[config.mk]
export PLATFORM = sky130hd
export DESIGN_NAME = sfp_norm_row
export DESIGN_NICKNAME = d
export VERILOG_FILES = /design/src/rtl/sfp_norm_row.sv
export SDC_FILE = /design/constraint.sdc
export NUM_CORES = 2
export LEC_CHECK = 0
export CORE_MARGIN = 2
export CORE_UTILIZATION = 30
export DETAILED_ROUTE_END_ITERATION = 7
export GPL_TIMING_DRIVEN = 0
export PLACE_DENSITY_LB_ADDON = 0.12
export SLEW_MARGIN = 25
export SYNTH_ARGS = -nofsm -noshare
export SYNTH_HDL_FRONTEND = slang
export SYNTH_SLANG_ARGS = --single-unit
[constraint.sdc]
create_clock -name clk -period 9.3 [get_ports clk]
set_input_delay 0.93 -clock clk [delete_from_list [all_inputs] [get_ports clk]]
set_output_delay 0.93 -clock clk [all_outputs]
set_load 0.02 [all_outputs]
[src/rtl/sfp_norm_row.sv]
// rtl/sfp_norm_row.sv - SFP row: lane abs-sum into local/export FIFOs, then per-lane restoring divide.
// Optional SFP_SIGN_RESTORE_EN re-applies each lane's input sign to its quotient.
module sfp_norm_row #(
  parameter int COL       = 8,
  parameter int BW        = 8,
  parameter int BW_PSUM   = 2*BW+6,
  parameter int DEPTH     = 16,
  parameter int SUM_SHIFT = 7,
  parameter int SUM_W     = BW_PSUM+$clog2(COL)+1,
  parameter int DEN_W     = SUM_W-SUM_SHIFT+1
) (
  input  logic                     clk,
  input  logic                     reset,
  input  logic                     acc_valid,
  output logic                     acc_ready,
  input  logic [COL*BW_PSUM-1:0]   sfp_in,
  input  logic                     div_valid,
  output logic                     div_ready,
  input  logic [SUM_W-1:0]         sum_in,
  output logic [COL*BW_PSUM-1:0]   sfp_out,
  output logic                     out_valid,
  input  logic                     out_ready,
  output logic [SUM_W-1:0]         sum_out,
  input  logic                     ext_rd,
  output logic                     ext_empty,
  output logic                     ovf
);

  localparam int AW = $clog2(DEPTH);
  localparam int PW = AW + 1;
  localparam int CW = $clog2(BW_PSUM+1);

  typedef enum logic [1:0] {IDLE, DIVIDE, HOLD} state_t;

  state_t                state_q, state_d;
  logic [CW-1:0]         cnt_q, cnt_d;

  logic [BW_PSUM-1:0]    abs_w   [COL];
  logic                  sign_w  [COL];
  logic [SUM_W-1:0]      sum_w;
  logic [DEN_W-1:0]      den_w;

  logic                  pend_q;
  logic [SUM_W-1:0]      pend_sum_q;
  logic                  ovf_q;

  logic [SUM_W-1:0]      loc_mem [DEPTH];
  logic [SUM_W-1:0]      ext_mem [DEPTH];
  logic [PW-1:0]         loc_wr_q, loc_rd_q, ext_wr_q, ext_rd_q;
  logic [PW-1:0]         loc_count;
  logic                  loc_empty, loc_full, ext_full;
  logic                  acc_fire, div_fire, loc_push, ext_push, ext_pop;

  logic [BW_PSUM-1:0]    dvd_q   [COL];
  logic [DEN_W:0]        rem_q   [COL];
  logic                  sign_q  [COL];
  logic [DEN_W-1:0]      den_q;
  logic [BW_PSUM-1:0]    dvd_nx  [COL];
  logic [DEN_W:0]        rem_nx  [COL];
  logic [COL*BW_PSUM-1:0] fin_w;
  logic [COL*BW_PSUM-1:0] out_q;

  always_comb begin
    sum_w = '0;
    for (int i = 0; i < COL; i++) begin
      sign_w[i] = sfp_in[BW_PSUM*i + BW_PSUM-1];
      abs_w[i]  = sign_w[i] ? (~sfp_in[BW_PSUM*i +: BW_PSUM] + BW_PSUM'(1))
                            : sfp_in[BW_PSUM*i +: BW_PSUM];
      sum_w     = sum_w + SUM_W'(abs_w[i]);
    end
  end

  assign loc_empty = (loc_wr_q == loc_rd_q);
  assign loc_full  = (loc_wr_q[AW-1:0] == loc_rd_q[AW-1:0]) && (loc_wr_q[AW] != loc_rd_q[AW]);
  assign ext_empty = (ext_wr_q == ext_rd_q);
  assign ext_full  = (ext_wr_q[AW-1:0] == ext_rd_q[AW-1:0]) && (ext_wr_q[AW] != ext_rd_q[AW]);
  assign loc_count = loc_wr_q - loc_rd_q;

  // The in-flight push from last cycle's accept is counted so the FIFO can never overfill.
  assign acc_ready = (({1'b0, loc_count} + {{PW{1'b0}}, pend_q}) < (PW+1)'(DEPTH));
  assign div_ready = (state_q == IDLE) && !loc_empty;
  assign acc_fire  = acc_valid && acc_ready;
  assign div_fire  = div_valid && div_ready;
  assign loc_push  = pend_q && !loc_full;
  assign ext_push  = pend_q && !ext_full;
  assign ext_pop   = ext_rd && !ext_empty;

  assign sum_out   = ext_mem[ext_rd_q[AW-1:0]];
  assign den_w     = DEN_W'(loc_mem[loc_rd_q[AW-1:0]] >> SUM_SHIFT)
                   + DEN_W'(sum_in >> SUM_SHIFT) + DEN_W'(1);
  assign ovf       = ovf_q;

  always_ff @(posedge clk) begin
    if (reset) begin
      pend_q     <= 1'b0;
      pend_sum_q <= '0;
      ovf_q      <= 1'b0;
      loc_wr_q   <= '0;
      loc_rd_q   <= '0;
      ext_wr_q   <= '0;
      ext_rd_q   <= '0;
    end else begin
      pend_q     <= acc_fire;
      pend_sum_q <= sum_w;
      if (loc_push) loc_wr_q <= loc_wr_q + PW'(1);
      if (div_fire) loc_rd_q <= loc_rd_q + PW'(1);
      if (ext_push) ext_wr_q <= ext_wr_q + PW'(1);
      if (ext_pop)  ext_rd_q <= ext_rd_q + PW'(1);
      if ((acc_valid && !acc_ready) || (pend_q && ext_full)) ovf_q <= 1'b1;
    end
  end

  always_ff @(posedge clk) begin
    if (loc_push) loc_mem[loc_wr_q[AW-1:0]] <= pend_sum_q;
    if (ext_push) ext_mem[ext_wr_q[AW-1:0]] <= pend_sum_q;
  end

  always_ff @(posedge clk) begin
    if (reset) begin
      state_q <= IDLE;
      cnt_q   <= '0;
    end else begin
      state_q <= state_d;
      cnt_q   <= cnt_d;
    end
  end

  always_comb begin
    state_d = state_q;
    cnt_d   = cnt_q;
    case (state_q)
      IDLE: begin
        if (div_fire) begin
          state_d = DIVIDE;
          cnt_d   = CW'(BW_PSUM);
        end
      end
      DIVIDE: begin
        if (cnt_q == '0) state_d = HOLD;
        else             cnt_d   = cnt_q - CW'(1);
      end
      HOLD: begin
        if (out_ready) state_d = IDLE;
      end
      default: state_d = IDLE;
    endcase
  end

  // Restoring step: quotient bits shift into the dividend register as its MSBs shift out.
  always_comb begin
    fin_w = '0;
    for (int i = 0; i < COL; i++) begin
      logic [DEN_W:0] rem_sh;
      logic           ge;
      rem_sh    = {rem_q[i][DEN_W-1:0], dvd_q[i][BW_PSUM-1]};
      ge        = (rem_sh >= {1'b0, den_q});
      rem_nx[i] = ge ? (rem_sh - {1'b0, den_q}) : rem_sh;
      dvd_nx[i] = {dvd_q[i][BW_PSUM-2:0], ge};
`ifdef SFP_SIGN_RESTORE_EN
      fin_w[BW_PSUM*i +: BW_PSUM] = sign_q[i] ? (~dvd_q[i] + BW_PSUM'(1)) : dvd_q[i];
`else
      fin_w[BW_PSUM*i +: BW_PSUM] = dvd_q[i];
`endif
    end
  end

  always_ff @(posedge clk) begin
    if (div_fire) begin
      den_q <= den_w;
      for (int i = 0; i < COL; i++) begin
        dvd_q[i]  <= abs_w[i];
        rem_q[i]  <= '0;
        sign_q[i] <= sign_w[i];
      end
    end else if (state_q == DIVIDE && cnt_q != '0) begin
      for (int i = 0; i < COL; i++) begin
        dvd_q[i] <= dvd_nx[i];
        rem_q[i] <= rem_nx[i];
      end
    end
  end

  always_ff @(posedge clk) begin
    if (reset)                                out_q <= '0;
    else if (state_q == DIVIDE && cnt_q == '0) out_q <= fin_w;
  end

  assign sfp_out   = out_q;
  assign out_valid = (state_q == HOLD);

endmodule

==> reports/metrics.cfg <==
[run_status]
outcome = finished, final reports clean

[detailed_routing]
drc_errors = 0
firstDrtPassIters = 6
routedWlPerCell_um = 25.5
drt_iter0_markers = 3776
ant_nets = 0
via_count = 44500
avgViaCountPerCell = 5.02
wirelength_um = 226000

[cells_and_area]
design_area_um2 = 79000
syn2layout_area_growth_pct = 21.5
nNetsFinal = 6467
fillers = 20900
multi_input_area_um2 = 27500
seq_area_um2 = 36100
drive_gt1_frac = 0.104

[sta]
tightest_slew_ps = 1080
final-setup-viol-count = 0
period_share = 0.827
drv_slew = 0
layout_min_cycle_time_ps = 7690
finClkSkew_ps = 45.9
rsz0062_at_grt = no
hold_violations = 0
fmax_mhz = 130
relSlewSlack = 0.279

[setup_path]
crit_path_end_kind = register
cp_slowest_cell = a2111oi_0
cp-start-kind = input pin
crit_arrival_ps = 8310
crit_top_cell = fa_1
path_cells = clkdlybuf4s50_1 > inv_1 > ha_1 > nand2_1 > or3_1 > or3_1 > or4_1 > o41a_1 > xor2_1 > fa_1 > fa_1 > fa_1 > inv_1 > fa_1 > inv_1 > ha_1 > nand4_1 > a311oi_1 > o21ai_0 > a21oi_1 > o41ai_1 > a2111oi_0
path_class = in -> reg
required_ps = 9910
critPathMaxStageDelay_ps = 750
path_max_fanout = 6

[place]
io_buffers = 405
gp_congestion = 0.907
dp_hpwl_um = 170000
placed_cell_area_um2 = 73900

[min_path]
hold_class = reg -> reg

[yosys]
synth_warnings = 0
synth_top_area_share = 0.482
synthCells = 5277
synthTopCellsByArea = edfxtp_1 (48%), mux4_2 (7.5%), dfxtp_1 (7.3%)
syn_avg_cell_area_um2 = 12.3
ys_seq_area_frac = 0.556
synthArstFlopShare = 0
synth_area_um2 = 65000
syn_nets = 5853
ys_types = 86
yosysTopAreaCell = edfxtp_1
synth_top_cells_by_count = edfxtp_1 (1,044), nand2_1 (651), nor2_1 (601)
synth_most_common_cell = edfxtp_1
synth_edf_count = 1044
ys.flop_type = edfxtp_1
ys_ff_latch = 1282

[global_route]
antenna_found_initial = 23
grt_max_degree = 83
grt_overflow_total = 0
grt.total_usage = 0.201
grt_pass1_vias = 44100
grt_pass1_wl_um = 322000

[power_and_ir_drop]
fin_total_pwr_mw = 25.4
p_leak_nw = 27.5
vdd_drop_max_mv = 0.291
power_density_nw_per_um2 = 321

[clock_network]
clock_latency_ps = 820
cts_setup_buffers = 0
htree_levels = 4
cts_tree = built
cts_root_buffer = clkbuf_16
clock-sinks = 1282
hold_buffers = 0
clock_path_buffers = 3
cts_resized = 0
clk_pin_slew_ps = 60
cts_made_buffers = 150

[floorplanning]
std_cell_rows = 170
initial_utilization = 0.302
fp.dieH_um = 469
floorplan.die.width_um = 469
core_area_um2 = 215000
dieArea_um2 = 220000
ios = 415

[run]
drv_cap = 0

[routing by layer]
metal	vias to the layer above	GRT usage	wire length (um)
li1	20600	-	-
met1	22500	0.270	100000
met4	14	0.0583	6160
met2	1222	0.335	108000
met5	-	0	74
met3	260	0.0319	11400
[layout make-up]
type	count	area share
flip-flops and latches	1282	0.458
multi-input cells	3577	0.349
repair buffers	462	0.0641
clock buffers	209	0.0540
well taps	2838	0.0450
plain buffers	225	0.0113
clock inverters	66	0.00954
inverters	193	0.00918
diodes	12	0.000380
[sequential cells by signal (all words and copies together), names as in the netlist, named ones only]
name and count:
loc_mem 288, pend_sum_q 25, sfp_out 176, ext_rd_q 5
ext_mem 400, loc_rd_q 5, ext_wr_q 5, loc_wr_q 5
rem_q 160, dvd_q 176, den_q 20, ovf 1
cnt_q 5, pend_q 1, state_q 2
[cells in the final DEF, fill, tap and decap left out, types with 28 or more instances in the layout]
cell type        Yosys  layout
edfxtp_1          1044    1044
a211oi_1            28      28
clkbuf_16            0     156
o21a_1              37      37
o21ai_0            150     150
clkbuf_1           181     207
xor2_1             118     118
mux2i_1             93      93
o31ai_1             36      36
dfxtp_1            238     220
nor2b_1             54      54
nor2_1             601     577
nand2b_1            41      41
inv_1              192     192
ha_1               227     227
mux4_2             215     215
or3_1               50      50
nand3_1             64      64
nand2_1            651     650
fa_1               141     141
clkdlybuf4s50_1      0     405
a21oi_1            375     375
xnor2_1            208     208
a21o_1              92      92
nor3_1              70      62
[worst paths after layout]
check                                 from                         to  slack (ps)  cells past startpoint
hold reg to reg   sfp_out[37]$_SDFFE_PP0P_   sfp_out[37]$_SDFFE_PP0P_         450                      2
setup reg to reg                  register        den_q[18]$_DFFE_PP_        3740                     17
setup / recovery                sfp_in[44]  pend_sum_q[24]$_SDFF_PP0_        1610                     22
hold / removal    sfp_out[37]$_SDFFE_PP0P_   sfp_out[37]$_SDFFE_PP0P_         450                      2
[power breakdown]
part	leakage (nW)	switching [mW]	internal, mW
Combinational	13.6	6.61	4.45
Clock	2.42	2.53	3.46
Sequential	11.5	0.756	7.55
Total	27.5	9.90	15.5
[critical path: cells and delay by family]
family,cells,cell delay (ps)
AOI/OAI and AO/OA,6,2190
buffers and inverters,4,790
adders and majority gates,6,2630
xor gates and xnor gates,1,460
and+or+nand+nor,5,1300
[cells by family (layout without fill, tap and decap cells)]
logic type | after synthesis | in the layout | synth area share
AND/OR/NAND/NOR | 1666 | 1666 | 0.112
adder cells (fa/ha/maj) | 368 | 368 | 0.0871
flip-flops | 1282 | 1282 | 0.556
XOR/XNOR | 326 | 326 | 0.0439
other | 1 | 13 | 0.0000577
multiplexers | 331 | 331 | 0.0928
AO/OA/AOI/OAI | 885 | 885 | 0.0841
buffers and inverters | 418 | 1155 | 0.0244
[through the flow]
step	setup WS [ps]	setup TNS (ps)	hold slack [ps]	utilization	std cells
5_1_grt	1210	0	470	0.367	8860
6_report	1610	0	452	0.367	8864
2_1_floorplan	2700	0	480	-	5277
4_1_cts	1660	0	455	0.367	8852
3_3_place_gp	-1030	-259140	448	0.338	8520
3_5_place_dp	846	0	447	0.344	8577
Note: power is estimated with default switching activity, not from simulation.
